===== src/rtl/pulse_divider_bank.sv =====
// -----------------------------------------------------------------------------
// pulse_divider_bank
//
// Free-running / burst counter that produces a bank of registered, glitch-free
// divided pulse taps plus a wrap strobe. It is used as a programmable activity
// source: tap k fires whenever the low k+1 count bits are all ones, so with a
// power-of-two period tap k runs at clk / 2^(k+1).
//
// Optional feature macro: PULSE_DIVIDER_BURST_EN
//   defined     : burst FSM (IDLE/RUN), wrap counter and captured burst length
//                 are built; start/burst_len/free_run/busy/done are live.
//   not defined : counting follows en only; busy and done are tied low and
//                 start, burst_len and free_run are ignored.
//
// Parameters
//   WIDTH    : counter width (>= 2)
//   NUM_TAPS : number of pulse taps (1..WIDTH)
//   BURST_W  : width of the burst length / wrap counter
//
// Ports
//   clk       in   clock, everything on the rising edge
//   rst       in   asynchronous active-high reset
//   en        in   count enable; low freezes counter and FSM
//   clr       in   synchronous clear, overrides en and start
//   free_run  in   1 = continuous counting, 0 = burst mode
//   period    in   terminal count, sequence is 0..period
//   start     in   burst start request
//   burst_len in   number of wraps per burst (captured at start)
//   cnt       out  current count
//   pulse     out  registered tap outputs
//   wrap      out  high in the cycle cnt == period while counting
//   busy      out  high while a burst is running
//   done      out  one-cycle strobe after the final wrap of a burst
// -----------------------------------------------------------------------------
module pulse_divider_bank #(
    parameter int WIDTH    = 8,
    parameter int NUM_TAPS = 4,
    parameter int BURST_W  = 8
) (
    input  logic                clk,
    input  logic                rst,
    input  logic                en,
    input  logic                clr,
    input  logic                free_run,
    input  logic [WIDTH-1:0]    period,
    input  logic                start,
    input  logic [BURST_W-1:0]  burst_len,
    output logic [WIDTH-1:0]    cnt,
    output logic [NUM_TAPS-1:0] pulse,
    output logic                wrap,
    output logic                busy,
    output logic                done
);

    localparam logic [WIDTH-1:0] CNT_ONE = 1;

    logic [WIDTH-1:0]    cnt_reg;
    logic [WIDTH-1:0]    cnt_next;
    logic [NUM_TAPS-1:0] pulse_reg;
    logic [NUM_TAPS-1:0] pulse_next;
    logic                wrap_reg;
    logic                wrap_next;

    // active     : the counter steps at this edge
    // out_active : the cycle after this edge is a counting cycle (assuming en
    //              stays high); pulse/wrap are decoded from the next count
    //              and qualified with this, so they line up with cnt.
    // force_zero : counter is forced to 0 (clear or burst start)
    logic active;
    logic out_active;
    logic force_zero;
    logic at_terminal;

    assign at_terminal = (cnt_reg == period);

`ifdef PULSE_DIVIDER_BURST_EN

    localparam logic [BURST_W-1:0] BURST_ONE = 1;

    typedef enum logic {
        IDLE = 1'b0,
        RUN  = 1'b1
    } state_t;

    state_t             state_reg;
    logic [BURST_W-1:0] wraps_reg;
    logic [BURST_W-1:0] blen_reg;
    logic               done_reg;

    logic burst_start;
    logic final_wrap;
    logic run_next;

    assign active = en && (free_run || (state_reg == RUN));

    // A burst only starts from IDLE while enabled and in burst mode; with en
    // low the FSM holds, and with free_run high a burst has no meaning.
    assign burst_start = (state_reg == IDLE) && en && start && !free_run &&
                         (burst_len != '0) && !clr;

    // The wrap that brings the wrap count up to the captured length.
    assign final_wrap = (state_reg == RUN) && active && at_terminal &&
                        ((wraps_reg + BURST_ONE) == blen_reg);

    // Whether the FSM will be in RUN after this edge; mirrors the FSM below.
    assign run_next = !clr &&
                      (burst_start ||
                       ((state_reg == RUN) && !(en && free_run) && !final_wrap));

    assign out_active = !clr && en && (free_run || run_next);
    assign force_zero = clr || burst_start;

    always_ff @(posedge clk or posedge rst) begin
        if (rst) begin
            state_reg <= IDLE;
            wraps_reg <= '0;
            blen_reg  <= '0;
            done_reg  <= 1'b0;
        end else begin
            done_reg <= 1'b0;
            if (clr) begin
                // Abort without a done strobe.
                state_reg <= IDLE;
                wraps_reg <= '0;
            end else begin
                case (state_reg)
                    IDLE: begin
                        if (burst_start) begin
                            state_reg <= RUN;
                            wraps_reg <= '0;
                            blen_reg  <= burst_len;
                        end
                    end
                    RUN: begin
                        if (en && free_run) begin
                            // Switching to continuous mode drops the burst.
                            state_reg <= IDLE;
                            wraps_reg <= '0;
                        end else if (active && at_terminal) begin
                            if (final_wrap) begin
                                state_reg <= IDLE;
                                wraps_reg <= '0;
                                done_reg  <= 1'b1;
                            end else begin
                                wraps_reg <= wraps_reg + BURST_ONE;
                            end
                        end
                    end
                endcase
            end
        end
    end

    assign busy = (state_reg == RUN);
    assign done = done_reg;

`else

    assign active     = en;
    assign out_active = en && !clr;
    assign force_zero = clr;

    // Burst controls have no effect in this build.
    logic unused_burst_inputs;
    assign unused_burst_inputs = ^{start, burst_len, free_run};

    assign busy = 1'b0;
    assign done = 1'b0;

`endif

    // Count step: wrap to 0 at the terminal count, otherwise increment. If
    // period is lowered below cnt the increment simply overflows to 0.
    always_comb begin
        cnt_next = cnt_reg;
        if (force_zero) begin
            cnt_next = '0;
        end else if (active) begin
            cnt_next = at_terminal ? '0 : (cnt_reg + CNT_ONE);
        end
    end

    // Tap k decodes the low k+1 bits of the next count.
    for (genvar gi = 0; gi < NUM_TAPS; gi++) begin : g_tap
        assign pulse_next[gi] = out_active && (&cnt_next[gi:0]);
    end

    assign wrap_next = out_active && (cnt_next == period);

    always_ff @(posedge clk or posedge rst) begin
        if (rst) begin
            cnt_reg   <= '0;
            pulse_reg <= '0;
            wrap_reg  <= 1'b0;
        end else begin
            cnt_reg   <= cnt_next;
            pulse_reg <= pulse_next;
            wrap_reg  <= wrap_next;
        end
    end

    assign cnt   = cnt_reg;
    assign pulse = pulse_reg;
    assign wrap  = wrap_reg;

endmodule


===== config.mk =====
export PLATFORM = sky130hd
export DESIGN_NAME = pulse_divider_bank
export DESIGN_NICKNAME = d
export VERILOG_FILES = /design/src/rtl/pulse_divider_bank.sv
export SDC_FILE = /design/constraint.sdc
export NUM_CORES = 1
export LEC_CHECK = 0
export ABC_CLOCK_PERIOD_IN_PS = 2600
export BUFFER_PORTS_ARGS = -buffer_cell sky130_fd_sc_hd__buf_2
export CAP_MARGIN = 20
export CORE_MARGIN = 5
export CORE_UTILIZATION = 44
export CTS_BUF_LIST = sky130_fd_sc_hd__clkbuf_4 sky130_fd_sc_hd__clkbuf_8
export DETAILED_ROUTE_END_ITERATION = 16
export PLACE_DENSITY = 0.74
export SLEW_MARGIN = 20
export SYNTH_ARGS = -nofsm -noshare
export SYNTH_HDL_FRONTEND = slang
export SYNTH_SLANG_ARGS = --single-unit

===== constraint.sdc =====
create_clock -name clk -period 2.6 [get_ports clk]
set_input_delay 0.52 -clock clk [delete_from_list [all_inputs] [get_ports clk]]
set_output_delay 0.52 -clock clk [all_outputs]
set_load 0.05 [all_outputs]

==> results.py, run 1 <==
metrics = {
    "floorplan": {
        "die_x_um": 54.7,
        "rows": 16,
        "die-area_sq_um": 2990,
        "start_util_pct": 45.3,
        "coreArea_sq_um": 1940,
        "die_h_um": 54.7,
        "io_pins": 37,
    },
    "synth": {
        "synth_top_family_by_area": "simple AND/OR/NAND/NOR gates",
        "synthDistinctLibCells": 35,
        "yosysSeqAreaShare_pct": 37.0,
        "yosys.area_share.simple_pct": 25.2,
        "synth_seq_cells": 13,
        "muxShareOfSynthArea_pct": 2.28,
        "synth_compound_area_share_pct": 12.2,
        "synthAdderAreaFrac_pct": 1.42,
        "synthesis.area_sq_um": 880,
        "syn_inst": 91,
        "yosysWarnings": 0,
        "synth-xor-area-share_pct": 18.5,
        "syn_area_per_cell_sq_um": 9.67,
    },
    "timing": {
        "final.period_utilization_pct": 87.9,
        "period_needed_ns": 2.28,
        "drv_slew": 0,
        "fin_tns_setup_ns": 0,
        "worstMarginPinSlew_ns": 0.533,
        "clock_skew_ns": 0.00638,
        "rsz0062_at_grt": "false",
        "max_freq_ghz": 0.438,
        "setup_viol": 0,
        "slew-limit-headroom_pct": 64.3,
        "hold-worst-slack_ns": 0.242,
        "worst_slack_ns": 0.316,
        "hold_violations": 0,
    },
    "global_route": {
        "grt.total_usage_pct": 16.4,
        "top_usage_layer": "met2",
        "grt_pass1_vias": 759,
        "grt_max_degree": 14,
        "grt_pass1_wl_um": 3460,
        "grt.overflow.total": 0,
        "antenna_found_initial": 0,
        "use_met1_pct": 21.7,
        "gr-usage-met2_pct": 25.8,
        "grtUsageMet3_pct": 2.72,
    },
    "routing": {
        "wl_per_cell_um": 14.2,
        "drc": 0,
        "drt_iter0_markers": 13,
        "via_per_inst": 5.49,
        "wl_um": 2040,
        "dr.pass1.iters": 4,
        "vias": 790,
        "antenna_left": 0,
    },
    "cts": {
        "cts_buffer_depth": 2,
        "clk_latency_ns": 0.28,
        "htree_levels": 1,
        "clockRootBuffer": "clkbuf_4",
        "path_clk_slew_ns": 0.08,
        "cts-resized-gates": 0,
        "numCtsBuffers": 3,
        "cts_tree": "built",
        "cts_setup_buffers": 0,
        "postCtsHoldBufs": 0,
        "cts.sinks": 13,
    },
    "setup_path": {
        "cp.arrival_ns": 2.47,
        "cp_common_cell": "nor4_2",
        "end_kind": "flip-flop",
        "path_cells": "xor2_1 -> nor4_2 -> a31oi_1 -> nand2b_1 -> inv_1 -> xnor2_1 -> o2111ai_1 -> nor4_2",
        "critPathMaxStageDelay_ns": 0.45,
        "startpoint_type": "flip-flop",
        "reg2reg_to": "wrap$_DFF_PP0_",
        "rr_worst_depth": 8,
        "required_ns": 2.79,
        "cp_top_family": "simple AND/OR/NAND/NOR gates",
        "timing.rr.start": "cnt[6]$_DFF_PP0_",
        "critPathSlowestCell": "dfrtp_1",
        "path_buf_inv": 1,
        "rrSetupSlack_ns": 0.32,
        "path_class": "flip-flop to flip-flop",
        "cp_max_fo": 6,
    },
    "layout": {
        "fin_nets": 141,
        "fin_area_sq_um": 1050,
        "antenna_cells": 0,
        "areaGrowthSynthToFinish_pct": 18.9,
        "layout-drive-gt1-share_pct": 28.2,
        "largest_reg_flops": 8,
    },
    "placement": {
        "portBuffers": 24,
        "place_congestion": 0.839,
        "dpl_worst_slack_ns": 0.202,
        "postPlaceCellArea_sq_um": 1020,
        "post-dp-hpwl_um": 1630,
    },
    "job": {
        "maxCapViolCount": 0,
    },
    "run_status": {
        "outcome": "finished clean",
    },
    "power": {
        "p_leak_nw": 0.538,
        "peakVddDrop_uv": 323,
        "p_per_area_nw_per_um2": 418,
        "totalPowerFinal_uw": 437,
    },
    "hold_path": {
        "worstHoldPathType": "input pin to async pin",
    },
}
-- per-layer routing --
| metal | wire, um | share of wire (%) |
|---|---|---|
| met1 | 851 | 42 |
| met2 | 1020 | 50 |
| met3 | 127 | 6.2 |
| met4 | 36 | 1.8 |
| met5 | 0 | 0 |
-- logic make-up (layout without fill, tap and decap cells) --
family / after synthesis / count (layout)
buf+inv: 5 / 30
xor+xnor: 17 / 17
compound gates: 15 / 15
other cells: 1 / 2
simple gates: 37 / 37
mux: 2 / 2
fa+ha+maj: 1 / 1
flops: 13 / 13
-- per-stage QoR --
step,util [%],cells
finish,53.9,144
global route,53.9,144
CTS,53.9,144
detailed placement,52.4,140
global placement,52.4,140
floorplan,-,92
-- cell usage in the layout (no fill, tap or decap), types with 2 or more instances in the layout --
| cell type | count |
|---|---|
| nand3_1 | 2 |
| dfrtp_1 | 13 |
| nand3b_1 | 2 |
| nand4_1 | 4 |
| conb_1 | 2 |
| a21o_1 | 2 |
| nand2_1 | 4 |
| clkbuf_4 | 3 |
| a21oi_1 | 4 |
| nand2b_1 | 3 |
| xor2_1 | 11 |
| nor3_1 | 2 |
| nor2b_1 | 2 |
| inv_1 | 2 |
| and2_2 | 2 |
| xnor2_1 | 5 |
| and2_1 | 2 |
| nor2_1 | 8 |
| nor4_2 | 3 |
| buf_2 | 24 |
| mux2i_1 | 2 |
-- power by group --
group / leakage [nW] / internal (mW) / switching [mW]
logic: 0.341 / 0.0323 / 0.0664
registers: 0.180 / 0.207 / 0.00670
clock network: 0.0177 / 0.0571 / 0.0678
total: 0.538 / 0.296 / 0.141
-- worst max path at each step --
| stage | slack [ns] | to | depth (start not counted) | startpoint |
|---|---|---|---|---|
| 2_1_floorplan | 0.41 | wrap$_DFF_PP0_ | 6 | cnt[3]$_DFF_PP0_ |
| 6_report | 0.32 | wrap$_DFF_PP0_ | 8 | cnt[6]$_DFF_PP0_ |
| 3_3_place_gp | 0.22 | wrap$_DFF_PP0_ | 9 | period[1] |
| 3_5_place_dp | 0.20 | wrap$_DFF_PP0_ | 9 | period[1] |
| 4_1_cts | 0.35 | wrap$_DFF_PP0_ | 8 | cnt[6]$_DFF_PP0_ |
| 5_1_grt | 0.07 | wrap$_DFF_PP0_ | 8 | cnt[3]$_DFF_PP0_ |
-- area by class of cell --
| cell class | instances | area [sq um] |
|---|---|---|
| fill | 202 | 896 |
| inverter | 2 | 7.51 |
| timing repair buffer | 24 | 120 |
| clock buffer | 3 | 22.5 |
| sequential | 13 | 325 |
| tap | 27 | 33.8 |
| clock inverter | 1 | 5.00 |
| multi-input combinational | 74 | 532 |
-- cells in the mapped netlist --
library cell | instances | share of area (%)
mux2i_1 | 2 | 2.3
xor2_1 | 11 | 11
nand2b_1 | 3 | 2.1
a2bb2oi_1 | 1 | 1.0
o22a_1 | 1 | 1.0
ha_1 | 1 | 1.4
o2111ai_1 | 1 | 1.0
and3_1 | 1 | 0.71
and2_2 | 2 | 1.7
nand3b_1 | 2 | 1.7
buf_4 | 2 | 1.7
a22oi_1 | 1 | 0.85
nand3_1 | 2 | 1.1
nor2b_1 | 2 | 1.4
nor4_1 | 1 | 0.71
nor3_1 | 2 | 1.1
a21boi_1 | 1 | 0.85
nand2_1 | 4 | 1.7
xnor3_1 | 1 | 2.6
o32a_1 | 1 | 1.1
xnor2_1 | 5 | 5.0
buf_1 | 1 | 0.43
a21o_1 | 2 | 1.7
inv_1 | 2 | 0.85
nor4_2 | 3 | 4.3
nor3b_1 | 1 | 0.85
o21ai_0 | 1 | 0.57
nand4_1 | 4 | 2.8
conb_1 | 1 | 0.43
nor2_1 | 8 | 3.4
a21oi_1 | 4 | 2.3
and2_1 | 2 | 1.4
a32o_1 | 1 | 1.1
a31oi_1 | 1 | 0.71
dfrtp_1 | 13 | 37
-- worst register-to-register path: stages (launching register included) --
cell       delay, ns
dfrtp_1         0.45
xor2_1          0.20
nor4_2          0.45
a31oi_1         0.31
nand2b_1        0.21
inv_1           0.08
xnor2_1         0.15
o2111ai_1       0.18
nor4_2          0.16
Power figures use the tool's default switching activity.
==> run 2, diff against run 1 <==
--- a/config.mk
+++ b/config.mk
@@ -13,6 +13,7 @@
 export CTS_BUF_LIST = sky130_fd_sc_hd__clkbuf_4 sky130_fd_sc_hd__clkbuf_8
 export DETAILED_ROUTE_END_ITERATION = 16
 export PLACE_DENSITY = 0.74
+export REMOVE_ABC_BUFFERS = 1
 export SLEW_MARGIN = 20
 export SYNTH_ARGS = -nofsm -noshare
 export SYNTH_HDL_FRONTEND = slang
==> run 2 against run 1 <==
  * Combinational power is 0.6% lower
  * Core utilization is the same
  * Clock power rose by 6%
  * Total power is 1.7% higher
  * Sequential cell count unchanged
  * Cell count did not move
  * Fmax grew 5.1%
  * First-iteration DRC count is 15% lower
  * Largest power group unchanged
==> results.py, run 2 (synthesized netlist as in run 1, its figures left out) <==
metrics = {
    "power": {
        "p_per_area_nw_per_um2": 425,
        "totalPowerFinal_uw": 444,
        "peakVddDrop_uv": 332,
        "power_switching_uw": 148,
        "internal_power_uw": 296,
        "p_leak_nw": 0.538,
        "seqPwrFrac_pct": 47.9,
        "combinationalPowerShare_pct": 22.1,
        "pwr-share-clk_pct": 29.9,
        "swShare_pct": 33.3,
    },
    "timing": {
        "final.period_utilization_pct": 83.6,
        "drv_slew": 0,
        "setup_viol": 0,
        "slew-limit-headroom_pct": 64.7,
        "worst_slack_ns": 0.427,
        "hold_violations": 0,
        "clock_skew_ns": 0.00128,
        "fin_tns_setup_ns": 0,
        "period_needed_ns": 2.17,
        "hold-worst-slack_ns": 0.253,
        "rsz0062_at_grt": "false",
        "max_freq_ghz": 0.460,
        "worstMarginPinSlew_ns": 0.530,
    },
    "global_route": {
        "grt.overflow.total": 0,
        "grt_pass1_vias": 810,
        "grt.total_usage_pct": 17.6,
        "grt_pass1_wl_um": 3640,
        "grt_max_degree": 14,
        "antenna_found_initial": 0,
    },
    "routing": {
        "drc": 0,
        "via_per_inst": 5.33,
        "drt_iter0_markers": 11,
        "wl_per_cell_um": 14.7,
        "wl_um": 2110,
        "dr.pass1.iters": 4,
        "antenna_left": 0,
        "vias": 768,
    },
    "floorplan": {
        "rows": 16,
        "die_x_um": 54.7,
        "die_h_um": 54.7,
        "start_util_pct": 45.3,
        "coreArea_sq_um": 1940,
        "die-area_sq_um": 2990,
        "io_pins": 37,
    },
    "layout": {
        "multi_input_area_sq_um": 532,
        "antenna_cells": 0,
        "largest_reg_flops": 8,
        "final_common_cell": "buf_2",
        "fin_nets": 141,
        "mostFrequentLayoutCells": "buf_2, dfrtp_1, xor2_1, nor2_1, xnor2_1",
        "areaGrowthSynthToFinish_pct": 18.9,
        "regArea_sq_um": 325,
        "layout-drive-gt1-share_pct": 28.2,
        "num-fill-cells": 197,
    },
    "setup_path": {
        "critPathMaxStageDelay_ns": 0.44,
        "cp.arrival_ns": 2.37,
        "cp_common_cell": "nor4_2",
        "critPathSlowestCell": "dfrtp_1",
        "cp_top_family": "simple AND/OR/NAND/NOR gates",
        "required_ns": 2.80,
        "startpoint_type": "flip-flop",
        "cp_max_fo": 6,
        "end_kind": "flip-flop",
        "path_class": "flip-flop to flip-flop",
        "path_cells": "xor2_1 -> nor4_2 -> a31oi_1 -> nand2b_1 -> inv_1 -> xnor2_1 -> o2111ai_1 -> nor4_2",
        "path_buf_inv": 1,
    },
    "cts": {
        "cts-resized-gates": 0,
        "path_clk_slew_ns": 0.09,
        "numCtsBuffers": 3,
        "cts_buffer_depth": 2,
        "postCtsHoldBufs": 0,
        "clk_latency_ns": 0.28,
        "htree_levels": 1,
        "cts_tree": "built",
        "cts.sinks": 13,
        "cts_setup_buffers": 0,
        "clockRootBuffer": "clkbuf_4",
    },
    "job": {
        "maxCapViolCount": 0,
    },
    "placement": {
        "dpl_worst_slack_ns": 0.258,
        "post-dp-hpwl_um": 1630,
        "place_congestion": 0.874,
        "portBuffers": 24,
    },
    "hold_path": {
        "worstHoldPathType": "input pin to async pin",
    },
    "run_status": {
        "outcome": "finished clean",
    },
}
## run 2: layer usage
layer	track usage, %	part of all wire, %
met1	21.9	42
met2	27.2	48
met3	4.09	6.2
met4	10.8	2.9
met5	0	0
## run 2: layout make-up
| type | count | share of cell area (%) |
|---|---|---|
| inverters | 2 | 0.718 |
| clock buffers | 3 | 2.15 |
| multi-input cells | 74 | 50.8 |
| flip-flops and latches | 13 | 31.1 |
| clock inverters | 1 | 0.478 |
| repair buffers | 24 | 11.5 |
| well taps | 27 | 3.23 |
## run 2: worst paths after layout
kind	start	endpoint	slack, ns	depth (start not counted)
worst max register to register	cnt[6]$_DFF_PP0_	wrap$_DFF_PP0_	0.43	8
min in group clk	clr	cnt[1]$_DFF_PP0_	0.46	2
max in group asynchronous	rst	cnt[3]$_DFF_PP0_	2.00	2
worst min-delay path	rst	pulse[0]$_DFF_PP0_	0.25	2
worst max-delay path	cnt[6]$_DFF_PP0_	wrap$_DFF_PP0_	0.43	8
worst min register to register	cnt[0]$_DFF_PP0_	pulse[3]$_DFF_PP0_	0.64	1
## run 2: power by group through the flow
stage	registers [mW]	logic [mW]	clock network (mW)
global route	0.214	0.107	0.153
detailed placement	0.217	0.0979	0
CTS	0.213	0.0982	0.134
global placement	0.217	0.0959	0
floorplan	0.233	0.0502	0
finish	0.213	0.0982	0.133
## run 2: through the flow
stage	instance area [sq um]	utilization, %	cells
3_3_place_gp	1020	52.4	140
5_1_grt	1050	53.9	144
6_report	1050	53.9	144
2_1_floorplan	865	-	89
3_5_place_dp	1020	52.4	140
4_1_cts	1050	53.9	144
==> run 3, diff against run 2 <==
--- a/config.mk
+++ b/config.mk
@@ -5,14 +5,14 @@
 export SDC_FILE = /design/constraint.sdc
 export NUM_CORES = 1
 export LEC_CHECK = 0
-export ABC_CLOCK_PERIOD_IN_PS = 2600
+export ABC_CLOCK_PERIOD_IN_PS = 1800
 export BUFFER_PORTS_ARGS = -buffer_cell sky130_fd_sc_hd__buf_2
 export CAP_MARGIN = 20
 export CORE_MARGIN = 5
 export CORE_UTILIZATION = 44
 export CTS_BUF_LIST = sky130_fd_sc_hd__clkbuf_4 sky130_fd_sc_hd__clkbuf_8
 export DETAILED_ROUTE_END_ITERATION = 16
-export PLACE_DENSITY = 0.74
+export PLACE_DENSITY = 0.77
 export REMOVE_ABC_BUFFERS = 1
 export SLEW_MARGIN = 20
 export SYNTH_ARGS = -nofsm -noshare
==> constraint.sdc (replaced) <==
create_clock -name clk -period 1.8 [get_ports clk]
set_input_delay 0.36 -clock clk [delete_from_list [all_inputs] [get_ports clk]]
set_output_delay 0.36 -clock clk [all_outputs]
set_load 0.05 [all_outputs]
==> run 3 against run 2 <==
  * The flow now finishes with violations (negative setup slack)
  * Critical path type unchanged
  * Total power increased by 56%
  * Cell count increased by 20%
  * Core utilization increased by 14 points
  * Register-to-register slack got worse by 0.58 ns
  * Worst hold slack got worse by 0.15 ns
  * Combinational power increased by 100%
  * Sequential power increased by 43%
  * Largest cell class unchanged
  * Global-route usage increased by 0.67 points
  * Fmax increased by 11%
  * Non-clock buffer count increased by 29
  * Worst setup slack got worse by 0.58 ns
  * Count of clock-buffer cells in the layout increased by 1
==> results.py, run 3 (synthesized netlist as in run 1, its figures left out) <==
metrics = {
    "setup_path": {
        "path_class": "flip-flop to flip-flop",
        "startpoint_type": "flip-flop",
        "timing.rr.start": "cnt[0]$_DFF_PP0_",
        "path_cells": "xor2_2 -> nor4_2 -> buf_4 -> buf_4 -> and2_2 -> a21o_1 -> o32a_1 -> nor4_2",
        "cp_top_family": "simple AND/OR/NAND/NOR gates",
        "path_buf_inv": 2,
        "cp_max_fo": 4,
        "critPathMaxStageDelay_ns": 0.46,
        "required_ns": 1.95,
        "cp.arrival_ns": 2.11,
        "rr_worst_depth": 8,
        "critPathSlowestCell": "dfrtp_2",
        "end_kind": "flip-flop",
        "critPathLaunch": "cnt[0]$_DFF_PP0_",
        "reg2reg_to": "wrap$_DFF_PP0_",
        "rrSetupSlack_ns": -0.15,
    },
    "timing": {
        "rsz0062_at_grt": "true",
        "fin_tns_setup_ns": -0.670,
        "slew-limit-headroom_pct": 66.0,
        "max_freq_ghz": 0.512,
        "worstMarginPinSlew_ns": 0.510,
        "final.period_utilization_pct": 109,
        "setup_viol": 6,
        "drv_slew": 0,
        "clock_skew_ns": 0.00320,
        "hold_violations": 0,
        "period_needed_ns": 1.95,
        "worst_slack_ns": -0.153,
    },
    "cts": {
        "clk_latency_ns": 0.26,
        "numCtsBuffers": 3,
        "path_clk_slew_ns": 0.08,
        "clockRootBuffer": "clkbuf_4",
        "cts_tree": "built",
        "htree_levels": 1,
        "cts_buffer_depth": 2,
        "cts.sinks": 13,
    },
    "layout": {
        "largest_reg_flops": 8,
        "fin_nets": 170,
        "final_common_cell": "buf_4",
        "areaGrowthSynthToFinish_pct": 49.9,
        "mostFrequentLayoutCells": "buf_4, buf_2, dfrtp_1, xor2_1, nor2_1",
        "antenna_cells": 0,
        "fin_area_sq_um": 1320,
        "layout-drive-gt1-share_pct": 48.6,
    },
    "floorplan": {
        "die_h_um": 54.7,
        "rows": 16,
        "coreArea_sq_um": 1940,
        "die-area_sq_um": 2990,
        "start_util_pct": 45.3,
        "io_pins": 37,
        "die_x_um": 54.7,
    },
    "hold_path": {
        "worstHoldPathType": "input pin to async pin",
    },
    "power": {
        "power_switching_uw": 213,
        "p_leak_nw": 0.690,
        "internal_power_uw": 480,
        "seqPwrFrac_pct": 44.0,
        "combinationalPowerShare_pct": 28.3,
        "p_per_area_nw_per_um2": 526,
        "peakVddDrop_uv": 484,
        "pwr-share-clk_pct": 27.6,
        "swShare_pct": 30.7,
    },
    "placement": {
        "postPlaceCellArea_sq_um": 1210,
        "place_congestion": 0.975,
        "portBuffers": 24,
        "post-dp-hpwl_um": 1930,
    },
    "routing": {
        "wl_per_cell_um": 14.2,
        "wl_um": 2460,
        "antenna_left": 0,
        "vias": 855,
        "via_per_inst": 4.94,
        "dr.pass1.iters": 4,
        "drc": 0,
        "drt_iter0_markers": 15,
    },
    "job": {
        "maxCapViolCount": 0,
    },
    "global_route": {
        "grt_pass1_wl_um": 3930,
        "grt.overflow.total": 0,
        "grt.total_usage_pct": 18.3,
        "grt_pass1_vias": 882,
        "antenna_found_initial": 0,
        "grt_max_degree": 14,
    },
    "run_status": {
        "outcome": "finished, violations left",
        "failed_checks": "negative setup slack",
    },
}
run 3: worst max-delay path by stage:
stage,slack [ns],cells after the start,to
5_1_grt,-0.27,8,wrap$_DFF_PP0_
4_1_cts,-0.16,6,wrap$_DFF_PP0_
3_5_place_dp,-0.24,7,wrap$_DFF_PP0_
6_report,-0.15,8,wrap$_DFF_PP0_
2_1_floorplan,-0.39,6,wrap$_DFF_PP0_
3_3_place_gp,-0.20,7,wrap$_DFF_PP0_
run 3: what timing repair did:
action | CTS | global route
setup endpoints to repair | 1 | 3
resized for setup | 3 | 7
gates cloned | 0 | 0
endpoints found under the hold margin | 0 | 0
pin swaps | 5 | 5
buffers inserted | 1 | 2
hold buffers | 0 | 0
run 3: power groups by stage:
| stage | Combinational [mW] | Clock, mW | Sequential [mW] |
|---|---|---|---|
| after floorplan | 0.0725 | 0 | 0.337 |
| after global placement | 0.173 | 0 | 0.309 |
| after detailed placement | 0.177 | 0 | 0.310 |
| after CTS | 0.181 | 0.198 | 0.304 |
| after global routing | 0.211 | 0.225 | 0.306 |
| final | 0.197 | 0.191 | 0.305 |
run 3: per-layer routing:
layer  vias to the layer above  share of wire [%]  global-route usage (%)
met2                        20                 51                    31.7
met5                         -                  0                       0
met3                         4                3.3                    2.72
li1                        434                  -                       -
met1                       397                 43                    23.2
met4                         0                1.8                    4.98
run 3: area by class of cell:
cell class	count	area, sq um
fill	165	623
multi-input combinational	74	583
timing repair buffer	53	338
sequential	13	327
tap	27	33.8
clock buffer	4	30.0
inverter	2	7.51
run 3: worst register-to-register path, delay by kind of cell (launching register included):
kind	cells	cell delay, ns
xor+xnor	1	0.17
flops	1	0.46
simple gates	3	0.57
compound gates	2	0.36
buf+inv	2	0.28
run 3: stage by stage:
step / util (%) / setup slack, ns / power (mW) / hold slack, ns / instances
floorplan: - / -0.386 / 0.409 / 0.237 / 89
global placement: 62.5 / -0.202 / 0.482 / 0.401 / 166
detailed placement: 62.5 / -0.243 / 0.487 / 0.412 / 166
CTS: 65.1 / -0.163 / 0.682 / 0.119 / 171
global route: 67.9 / -0.270 / 0.742 / 0.120 / 173
finish: 67.9 / -0.153 / 0.693 / 0.108 / 173
